<file path="src/rtl/id_ex_stage.sv">
// ID/EX pipeline register: latches decoded control and operands for EX,
// detects load-use hazards, inserts bubbles on stall/flush and counts them.
module id_ex_stage #(
  parameter int DATA_W = 32,
  parameter int CNT_W  = 16
) (
  input  logic              i_clk,
  input  logic              i_rst_n,
  input  logic              i_idex_valid,
  input  logic              i_idex_regdst,
  input  logic              i_idex_branch,
  input  logic              i_idex_memread,
  input  logic              i_idex_memtoreg,
  input  logic              i_idex_memwrite,
  input  logic              i_idex_alusrc,
  input  logic              i_idex_regwrite,
  input  logic [1:0]        i_idex_aluop,
  input  logic [3:0]        i_idex_other,
  input  logic [DATA_W-1:0] i_idex_pc4,
  input  logic [DATA_W-1:0] i_idex_rdata1,
  input  logic [DATA_W-1:0] i_idex_rdata2,
  input  logic [DATA_W-1:0] i_idex_imm,
  input  logic [4:0]        i_idex_rs,
  input  logic [4:0]        i_idex_rt,
  input  logic [4:0]        i_idex_rd,
  input  logic              i_idex_flush,
  input  logic              i_idex_hold,
  output logic              o_idex_regdst,
  output logic              o_idex_branch,
  output logic              o_idex_memread,
  output logic              o_idex_memtoreg,
  output logic              o_idex_memwrite,
  output logic              o_idex_alusrc,
  output logic              o_idex_regwrite,
  output logic [1:0]        o_idex_aluop,
  output logic [3:0]        o_idex_other,
  output logic [DATA_W-1:0] o_idex_pc4,
  output logic [DATA_W-1:0] o_idex_rdata1,
  output logic [DATA_W-1:0] o_idex_rdata2,
  output logic [DATA_W-1:0] o_idex_imm,
  output logic [4:0]        o_idex_rs,
  output logic [4:0]        o_idex_rt,
  output logic [4:0]        o_idex_dst,
  output logic              o_idex_valid,
  output logic              o_idex_stall,
  output logic [CNT_W-1:0]  o_idex_bubbles
);

  localparam int CTL_W = 13;

  logic [CTL_W-1:0]  ctl_in;
  logic [CTL_W-1:0]  ctl_q, ctl_d;
  logic              valid_q, valid_d;
  logic [DATA_W-1:0] pc4_q, pc4_d, rdata1_q, rdata1_d, rdata2_q, rdata2_d, imm_q, imm_d;
  logic [4:0]        rs_q, rs_d, rt_q, rt_d, dst_q, dst_d;
  logic [CNT_W-1:0]  bub_q, bub_d;
  logic              uses_rt, lu, load_en, bub_inc;

  assign ctl_in = {i_idex_regdst, i_idex_branch, i_idex_memread, i_idex_memtoreg,
                   i_idex_memwrite, i_idex_alusrc, i_idex_regwrite, i_idex_aluop, i_idex_other};

  // rt is only a true source for R-type, stores and branches
  assign uses_rt = i_idex_regdst | i_idex_memwrite | i_idex_branch;
  assign lu = valid_q & o_idex_memread & (dst_q != 5'd0) & i_idex_valid &
              ((dst_q == i_idex_rs) | ((dst_q == i_idex_rt) & uses_rt));
  assign o_idex_stall = lu & ~i_idex_flush;

  assign load_en = ~i_idex_flush & ~i_idex_hold & ~lu;
  assign bub_inc = i_idex_flush ? i_idex_valid : (~i_idex_hold & lu);

  always_comb begin
    valid_d  = valid_q;
    ctl_d    = ctl_q;
    pc4_d    = pc4_q;
    rdata1_d = rdata1_q;
    rdata2_d = rdata2_q;
    imm_d    = imm_q;
    rs_d     = rs_q;
    rt_d     = rt_q;
    dst_d    = dst_q;
    if (i_idex_flush || (!i_idex_hold && lu)) begin
      valid_d = 1'b0;
      ctl_d   = '0;
    end else if (load_en) begin
      valid_d  = i_idex_valid;
      ctl_d    = i_idex_valid ? ctl_in : '0;
      pc4_d    = i_idex_pc4;
      rdata1_d = i_idex_rdata1;
      rdata2_d = i_idex_rdata2;
      imm_d    = i_idex_imm;
      rs_d     = i_idex_rs;
      rt_d     = i_idex_rt;
      dst_d    = i_idex_regdst ? i_idex_rd : i_idex_rt;
    end
  end

  // Saturating: sticks at all-ones instead of wrapping
  assign bub_d = (bub_inc && (bub_q != {CNT_W{1'b1}})) ? bub_q + CNT_W'(1) : bub_q;

  always_ff @(posedge i_clk or negedge i_rst_n) begin
    if (!i_rst_n) begin
      valid_q  <= 1'b0;
      ctl_q    <= '0;
      pc4_q    <= '0;
      rdata1_q <= '0;
      rdata2_q <= '0;
      imm_q    <= '0;
      rs_q     <= '0;
      rt_q     <= '0;
      dst_q    <= '0;
      bub_q    <= '0;
    end else begin
      valid_q  <= valid_d;
      ctl_q    <= ctl_d;
      pc4_q    <= pc4_d;
      rdata1_q <= rdata1_d;
      rdata2_q <= rdata2_d;
      imm_q    <= imm_d;
      rs_q     <= rs_d;
      rt_q     <= rt_d;
      dst_q    <= dst_d;
      bub_q    <= bub_d;
    end
  end

  assign {o_idex_regdst, o_idex_branch, o_idex_memread, o_idex_memtoreg,
          o_idex_memwrite, o_idex_alusrc, o_idex_regwrite, o_idex_aluop, o_idex_other} = ctl_q;
  assign o_idex_valid   = valid_q;
  assign o_idex_pc4     = pc4_q;
  assign o_idex_rdata1  = rdata1_q;
  assign o_idex_rdata2  = rdata2_q;
  assign o_idex_imm     = imm_q;
  assign o_idex_rs      = rs_q;
  assign o_idex_rt      = rt_q;
  assign o_idex_dst     = dst_q;
  assign o_idex_bubbles = bub_q;

endmodule

</file>
<file path="config.mk">
export PLATFORM = sky130hd
export DESIGN_NAME = id_ex_stage
export DESIGN_NICKNAME = d
export VERILOG_FILES = /design/src/rtl/id_ex_stage.sv
export SDC_FILE = /design/constraint.sdc
export NUM_CORES = 1
export LEC_CHECK = 0
export ABC_AREA = 1
export CORE_ASPECT_RATIO = 0.6
export CORE_MARGIN = 1.5
export CORE_UTILIZATION = 37
export DETAILED_ROUTE_END_ITERATION = 7
export HOLD_SLACK_MARGIN = 0.06
export PLACE_DENSITY = 0.72
export SLEW_MARGIN = 25
export SYNTH_ARGS = -nofsm -noshare
export SYNTH_HDL_FRONTEND = slang
export SYNTH_SLANG_ARGS = --single-unit
</file>
<file path="constraint.sdc">
create_clock -name i_clk -period 2.6 [get_ports i_clk]
set_input_delay 0.78 -clock i_clk [delete_from_list [all_inputs] [get_ports i_clk]]
set_output_delay 0.78 -clock i_clk [all_outputs]
set_load 0.01 [all_outputs]
</file>
==> impl_metrics.yaml, run 1 <==
critical_path:
  cp.arrival_ns: 1.75
  crit_required_ns: 1.82
  worstPathMaxFanout: 2
  critical_path_class: "in -> out"
  reg2regPathDepth: 12
  cp-end-kind: "primary output"
  critPathLaunchType: "input port"
grt:
  grtUsageMet3_pct: 9.95
  grt_max_degree: 68
  use_met1_pct: 31.1
  globalRoute.busiestLayer: "met2"
  antenna_found_initial: 1
  grt_overflow: 0
  grt_pass1_wl_mm: 38.3
  grt_usage_pct: 23.9
  met2_usage_pct: 36.9
  grt_pass1_vias: 6909
clock_network:
  clockBufferDepth: 2
  cts_buffers: 17
  clock_sinks: 173
  ctsHoldBuffers: 0
  postCtsSetupBuffers: 0
  clk_latency_ns: 0.43
  root_buffer: "clkbuf_16"
  htree_levels: 4
  clk_pin_slew_ns: 0.07
  cts_tree: "yes"
timing:
  finClkSkew_ns: 0.00930
  min_period_over_period_pct: 97.3
  slew_headroom_pct: 60.9
  setup_tns_ns: 0
  max_freq_mhz: 395
  setup_slack_ns: 0.0701
  rsz0062_at_grt: "no"
  tightest_slew_ns: 0.586
  fin_crit_ns: 2.53
  setup_violations: 0
  hold_viol_final: 0
  maxSlewViolCount: 0
synth:
  synth_edf_count: 0
  syn_area_mm2: 0.00745
  ys_ff_latch: 173
  postSynthCellCount: 865
  synth_nets: 1027
  synth.distinct_cells: 24
  synth_common_cells: "nand2_1 (374), dfrtp_1 (173), nand3_1 (155)"
  synth_area_leaders: "dfrtp_1 (58%), nand2_1 (19%), nand3_1 (10%), nand4_1 (1.5%), buf_6 (1.4%)"
  yosys.area.top_type: "dfrtp_1"
  synth_most_common_cell: "nand2_1"
  yosys_most_used_dff: "dfrtp_1"
  ys_seq_area_share_pct: 58.1
  netlist.area_leader.share_pct: 58.1
  ys_warn_count: 0
  async_flop_share_pct: 100
  avgSynthCellArea_um2: 8.61
placement:
  gp_congestion: 0.867
  dpl.hpwl_mm: 17.9
  numPortBuffers: 334
  post-place-ws_ns: -0.686
  dp_cells: 1446
floorplan:
  dieHeight_um: 113
  coreArea_mm2: 0.0194
  start_util_pct: 38.4
  boundaryPins: 335
  core.rowCount: 39
  dieArea_mm2: 0.0210
  die_w_um: 186
run:
  maxCapViolCount: 0
min_path:
  hp-class: "in -> async"
power:
  switchingPower_mw: 2.07
  p_leak_nw: 5.76
  pwr-share-seq_pct: 42.6
  vdd_drop_max_v: 0.000514
  swShare_pct: 27.1
  comb_power_share_pct: 23.0
  power_density_mw_per_mm2: 642
  p_clk_share_pct: 34.4
  power.internal_mw: 5.56
route:
  drt-pass1-iter-count: 5
  dr_total_vias: 7062
  wl_mm: 24.6
  viasPerCell: 4.77
  drcViolationCount: 0
  dr.first_iter.drc_count: 401
  ant_nets: 0
  post_drt_wl_per_cell_um: 16.6
cells_and_area:
  final_nets: 1361
  area_growth_pct: 59.4
  drive_gt1_share_pct: 7.59
  final_cells: 1479
status:
  outcome: "finished clean"
## placed cells by master (no fill, tap or decap), types with 6 or more instances in the layout
cell type / count
xnor2_1: 8
dfrtp_1: 172
buf_12: 16
dlygate4sd2_1: 9
xor2_1: 6
buf_4: 20
clkbuf_16: 17
nor2_1: 15
nand4_1: 18
inv_2: 9
nand3_1: 155
nand2_1: 373
inv_1: 15
clkdlybuf4s50_1: 319
o21ai_0: 10
## power groups by stage
| stage | clock network (mW) | logic, mW | registers (mW) |
|---|---|---|---|
| after floorplan | 0 | 0.447 | 3.41 |
| after global placement | 0 | 1.75 | 3.28 |
| after detailed placement | 0 | 1.77 | 3.29 |
| after CTS | 2.68 | 1.78 | 3.25 |
| after global routing | 2.80 | 1.91 | 3.29 |
| final | 2.63 | 1.75 | 3.25 |
## cells by family after synthesis
logic type / count (synthesis) / synth area share, %
AO/OA/AOI/OAI: 20 / 1.34
buffers and inverters: 79 / 5.75
XOR/XNOR: 14 / 1.65
adder cells (fa/ha/maj): 1 / 0.168
AND/OR/NAND/NOR: 578 / 33.0
flip-flops: 173 / 58.1
## final cells by class
cell class / count / area (um^2)
Clock inverter: 7 / 103
Antenna cell: 1 / 2.50
Sequential cell: 173 / 4330
Inverter: 24 / 90.1
Multi-Input combinational cell: 613 / 2720
Fill cell: 1646 / 7500
Tap cell: 266 / 333
Clock buffer: 25 / 505
Timing Repair Buffer: 370 / 3790
## worst max-delay path, stage by stage
cell,delay (ns)
clkdlybuf4s50_1,0.51
nand4_1,0.12
inv_2,0.08
nand2_4,0.05
nor2_2,0.07
buf_2,0.13
## what timing repair did
item                                    4_1_cts  5_1_grt
pin swaps                                     7        7
endpoints found under the setup margin       32        1
resized for setup                            21        8
## state kept, by name (all words and copies together), names as in the netlist
register	count
o_idex_rdata1	32
o_idex_rs	5
o_idex_dst	5
o_idex_valid	1
ctl_q	13
o_idex_bubbles	16
o_idex_imm	32
o_idex_rt	5
o_idex_pc4	32
o_idex_rdata2	32
## metal layers
metal / up-vias / wire length (um)
met3: 26 / 2390
li1: 3441 / -
met4: 0 / 327
met2: 250 / 11100
met5: - / 0
met1: 3345 / 10800
## stage by stage
step | util (%) | hold slack [ns] | power (mW) | area, um^2
floorplan | - | 0.484 | 3.86 | 7450
global placement | 58.2 | 0.453 | 5.04 | 11300
detailed placement | 58.2 | 0.457 | 5.06 | 11300
CTS | 61.3 | 0.137 | 7.70 | 11900
global route | 61.3 | 0.134 | 8.00 | 11900
finish | 61.3 | 0.157 | 7.63 | 11900
## worst paths after layout
| path | startpoint | end | slack, ns |
|---|---|---|---|
| max | i_idex_valid | o_idex_stall | 0.07 |
| min | i_rst_n | o_idex_pc4[22] | 0.16 |
| max reg2reg | o_idex_dst[0] | o_idex_rdata2[22] | 0.30 |
| min reg2reg | o_idex_pc4[5] | o_idex_pc4[5] | 0.47 |
| max in group asynchronous | i_rst_n | o_idex_pc4[31] | 1.69 |
| min in group i_clk | o_idex_pc4[5] | o_idex_pc4[5] | 0.47 |
(Power assumes the default switching activity.)
==> run 2: changes to the inputs <==
--- a/config.mk
+++ b/config.mk
@@ -5,13 +5,12 @@
 export SDC_FILE = /design/constraint.sdc
 export NUM_CORES = 1
 export LEC_CHECK = 0
-export ABC_AREA = 1
 export CORE_ASPECT_RATIO = 0.6
 export CORE_MARGIN = 1.5
 export CORE_UTILIZATION = 37
 export DETAILED_ROUTE_END_ITERATION = 7
 export HOLD_SLACK_MARGIN = 0.06
-export PLACE_DENSITY = 0.72
+export PLACE_DENSITY = 0.74
 export SLEW_MARGIN = 25
 export SYNTH_ARGS = -nofsm -noshare
 export SYNTH_HDL_FRONTEND = slang
==> impl_metrics.yaml, run 2 <==
synth:
  synth_edf_count: 0
  ys_warn_count: 0
  yosys.area_share.xor_xnor_pct: 3.21
  async_flop_share_pct: 100
  ys_ff_latch: 173
  yosys_most_used_dff: "dfrtp_1"
  avgSynthCellArea_um2: 15.6
  netlist.area_leader.share_pct: 63.4
  synthAdderAreaFrac_pct: 0.183
  postSynthCellCount: 438
  synth_most_common_cell: "dfrtp_1"
  yosys.area.top_type: "dfrtp_1"
  syn_area_mm2: 0.00683
  synth_top_family_by_area: "multiplexers"
  synth_common_cells: "dfrtp_1 (173), mux2_2 (139), xor2_1 (21)"
  synth_area_leaders: "dfrtp_1 (63%), mux2_2 (23%), xor2_1 (2.7%), buf_6 (2.1%), a22o_1 (1.7%)"
  synth_nets: 600
  synth_compound_area_share_pct: 2.64
  synth.distinct_cells: 30
  synthMuxAreaShare_pct: 23.7
  synth-simple-area-share_pct: 3.98
  ys_seq_area_share_pct: 63.4
timing:
  max_freq_mhz: 381
  hold-worst-slack_ns: 0.299
  maxSlewViolCount: 0
  tightest_slew_ns: 0.512
  rsz0062_at_grt: "yes"
  setup_violations: 1
  finClkSkew_ns: 0.0140
  setup_slack_ns: -0.0223
  slew_headroom_pct: 65.9
  min_period_over_period_pct: 101
  fin_crit_ns: 2.62
  hold_viol_final: 0
  setup_tns_ns: -0.0223
clock_network:
  clk_latency_ns: 0.42
  ctsHoldBuffers: 0
  clock_sinks: 173
  clockBufferDepth: 2
  htree_levels: 4
  cts_buffers: 17
  root_buffer: "clkbuf_16"
  clk_pin_slew_ns: 0.08
  cts_tree: "yes"
route:
  drcViolationCount: 0
  drt-pass1-iter-count: 4
  wl_mm: 18.7
  post_drt_wl_per_cell_um: 17.6
  ant_nets: 0
  viasPerCell: 4.68
  dr.first_iter.drc_count: 216
  dr_total_vias: 4983
placement:
  dp_cells: 1028
  numPortBuffers: 334
  dpl.hpwl_mm: 14.2
  dpl_cell_area_mm2: 0.0106
  gp_congestion: 0.829
  post-place-ws_ns: -0.870
critical_path:
  crit_required_ns: 1.82
  r2r_end: "o_idex_imm[11]"
  r2r_slack_ns: 0.29
  reg2reg_from: "o_idex_dst[0]"
  cp-endpoint: "o_idex_stall"
  cp-end-kind: "primary output"
  worstPathMaxFanout: 4
  reg2regPathDepth: 8
  critical_path_class: "reg -> out"
  crit_start: "o_idex_dst[3]"
  cp.arrival_ns: 1.84
  critPathLaunchType: "register"
run:
  maxCapViolCount: 0
grt:
  grt_overflow: 0
  grt_pass1_vias: 5331
  grt_max_degree: 52
  antenna_found_initial: 4
  grt_pass1_wl_mm: 28.2
  grt_usage_pct: 19.1
cells_and_area:
  area_growth_pct: 64.9
  utilization_pct: 62.3
  final_cell_area_mm2: 0.0113
  drive_gt1_share_pct: 28.5
  final_cell_mix: "clkdlybuf4s50_1 (319), dfrtp_1 (172), mux2_2 (139)"
  final_cells: 1065
  mostFrequentLayoutCell: "clkdlybuf4s50_1"
  final_nets: 970
power:
  power_density_mw_per_mm2: 696
  vdd_drop_max_v: 0.000326
  p_leak_nw: 4.78
  p_total_mw: 7.83
floorplan:
  die_w_um: 178
  boundaryPins: 335
  dieHeight_um: 108
  coreArea_mm2: 0.0181
  core.rowCount: 38
  start_util_pct: 37.8
  dieArea_mm2: 0.0193
min_path:
  hp-class: "in -> async"
status:
  outcome: "finished, violations left"
  violations: "setup timing"
run 2: changes by cell type after synthesis, moves of 7 or more:
cell / before / now
nand4_1: 18 / 3
buf_1: 13 / 0
a22o_1: 0 / 13
nand2_1: 374 / 9
xor2_1: 6 / 21
nand3_1: 155 / 5
mux2_2: 0 / 139
inv_2: 7 / 0
buf_2: 15 / 5
inv_1: 17 / 4
buf_4: 12 / 1
nor2_1: 18 / 9
run 2: how the worst min path moves through the flow:
stage | cells after the start | end | start | slack (ns)
2_1_floorplan | 0 | ctl_q[0] | i_rst_n | 0.48
3_3_place_gp | 1 | o_idex_valid | o_idex_valid | 0.48
3_5_place_dp | 1 | ctl_q[3] | ctl_q[3] | 0.48
4_1_cts | 1 | o_idex_imm[26] | i_rst_n | 0.31
5_1_grt | 1 | o_idex_imm[26] | i_rst_n | 0.32
6_report | 1 | o_idex_imm[26] | i_rst_n | 0.30
run 2: cell type report:
cell class,count,area (um^2)
tap,240,300
fill,1350,6810
sequential,173,4330
multi-input combinational,241,2360
clock inverter,15,149
inverter,4,15.0
clock buffer,17,425
antenna,4,10.0
timing repair buffer,371,3660
run 2: kinds of logic (layout without fill, tap and decap cells):
logic type / Yosys count / count (layout)
flops: 173 / 173
mux: 144 / 144
simple gates: 48 / 48
xor+xnor: 25 / 25
buf+inv: 24 / 407
compound gates: 23 / 23
fa+ha+maj: 1 / 1
other cells: 0 / 4
run 2: worst max-delay path, stage by stage, from the launching register on:
cell	delay, ns
dfrtp_1	0.39
buf_6	0.13
or4_4	0.47
o21ai_2	0.21
nor3_2	0.07
buf_2	0.15
run 2: power by group:
part,internal (mW),total [mW],switching (mW)
sequential,3.09,3.35,0.258
combinational,1.26,2.01,0.744
clock,1.28,2.47,1.19
total,5.63,7.83,2.20
run 2: repair_timing:
action,in CTS,in global routing
gates resized for setup,37,7
pin swaps,6,0
endpoints found under the setup margin,151,4
setup buffers,1,0
run 2: routing by layer:
layer	part of all wire [%]	vias up	track usage, %
li1	-	2305	-
met1	41	2466	22.8
met2	49	189	32.0
met3	8.9	23	7.35
met4	1.4	0	5.83
met5	0	-	0
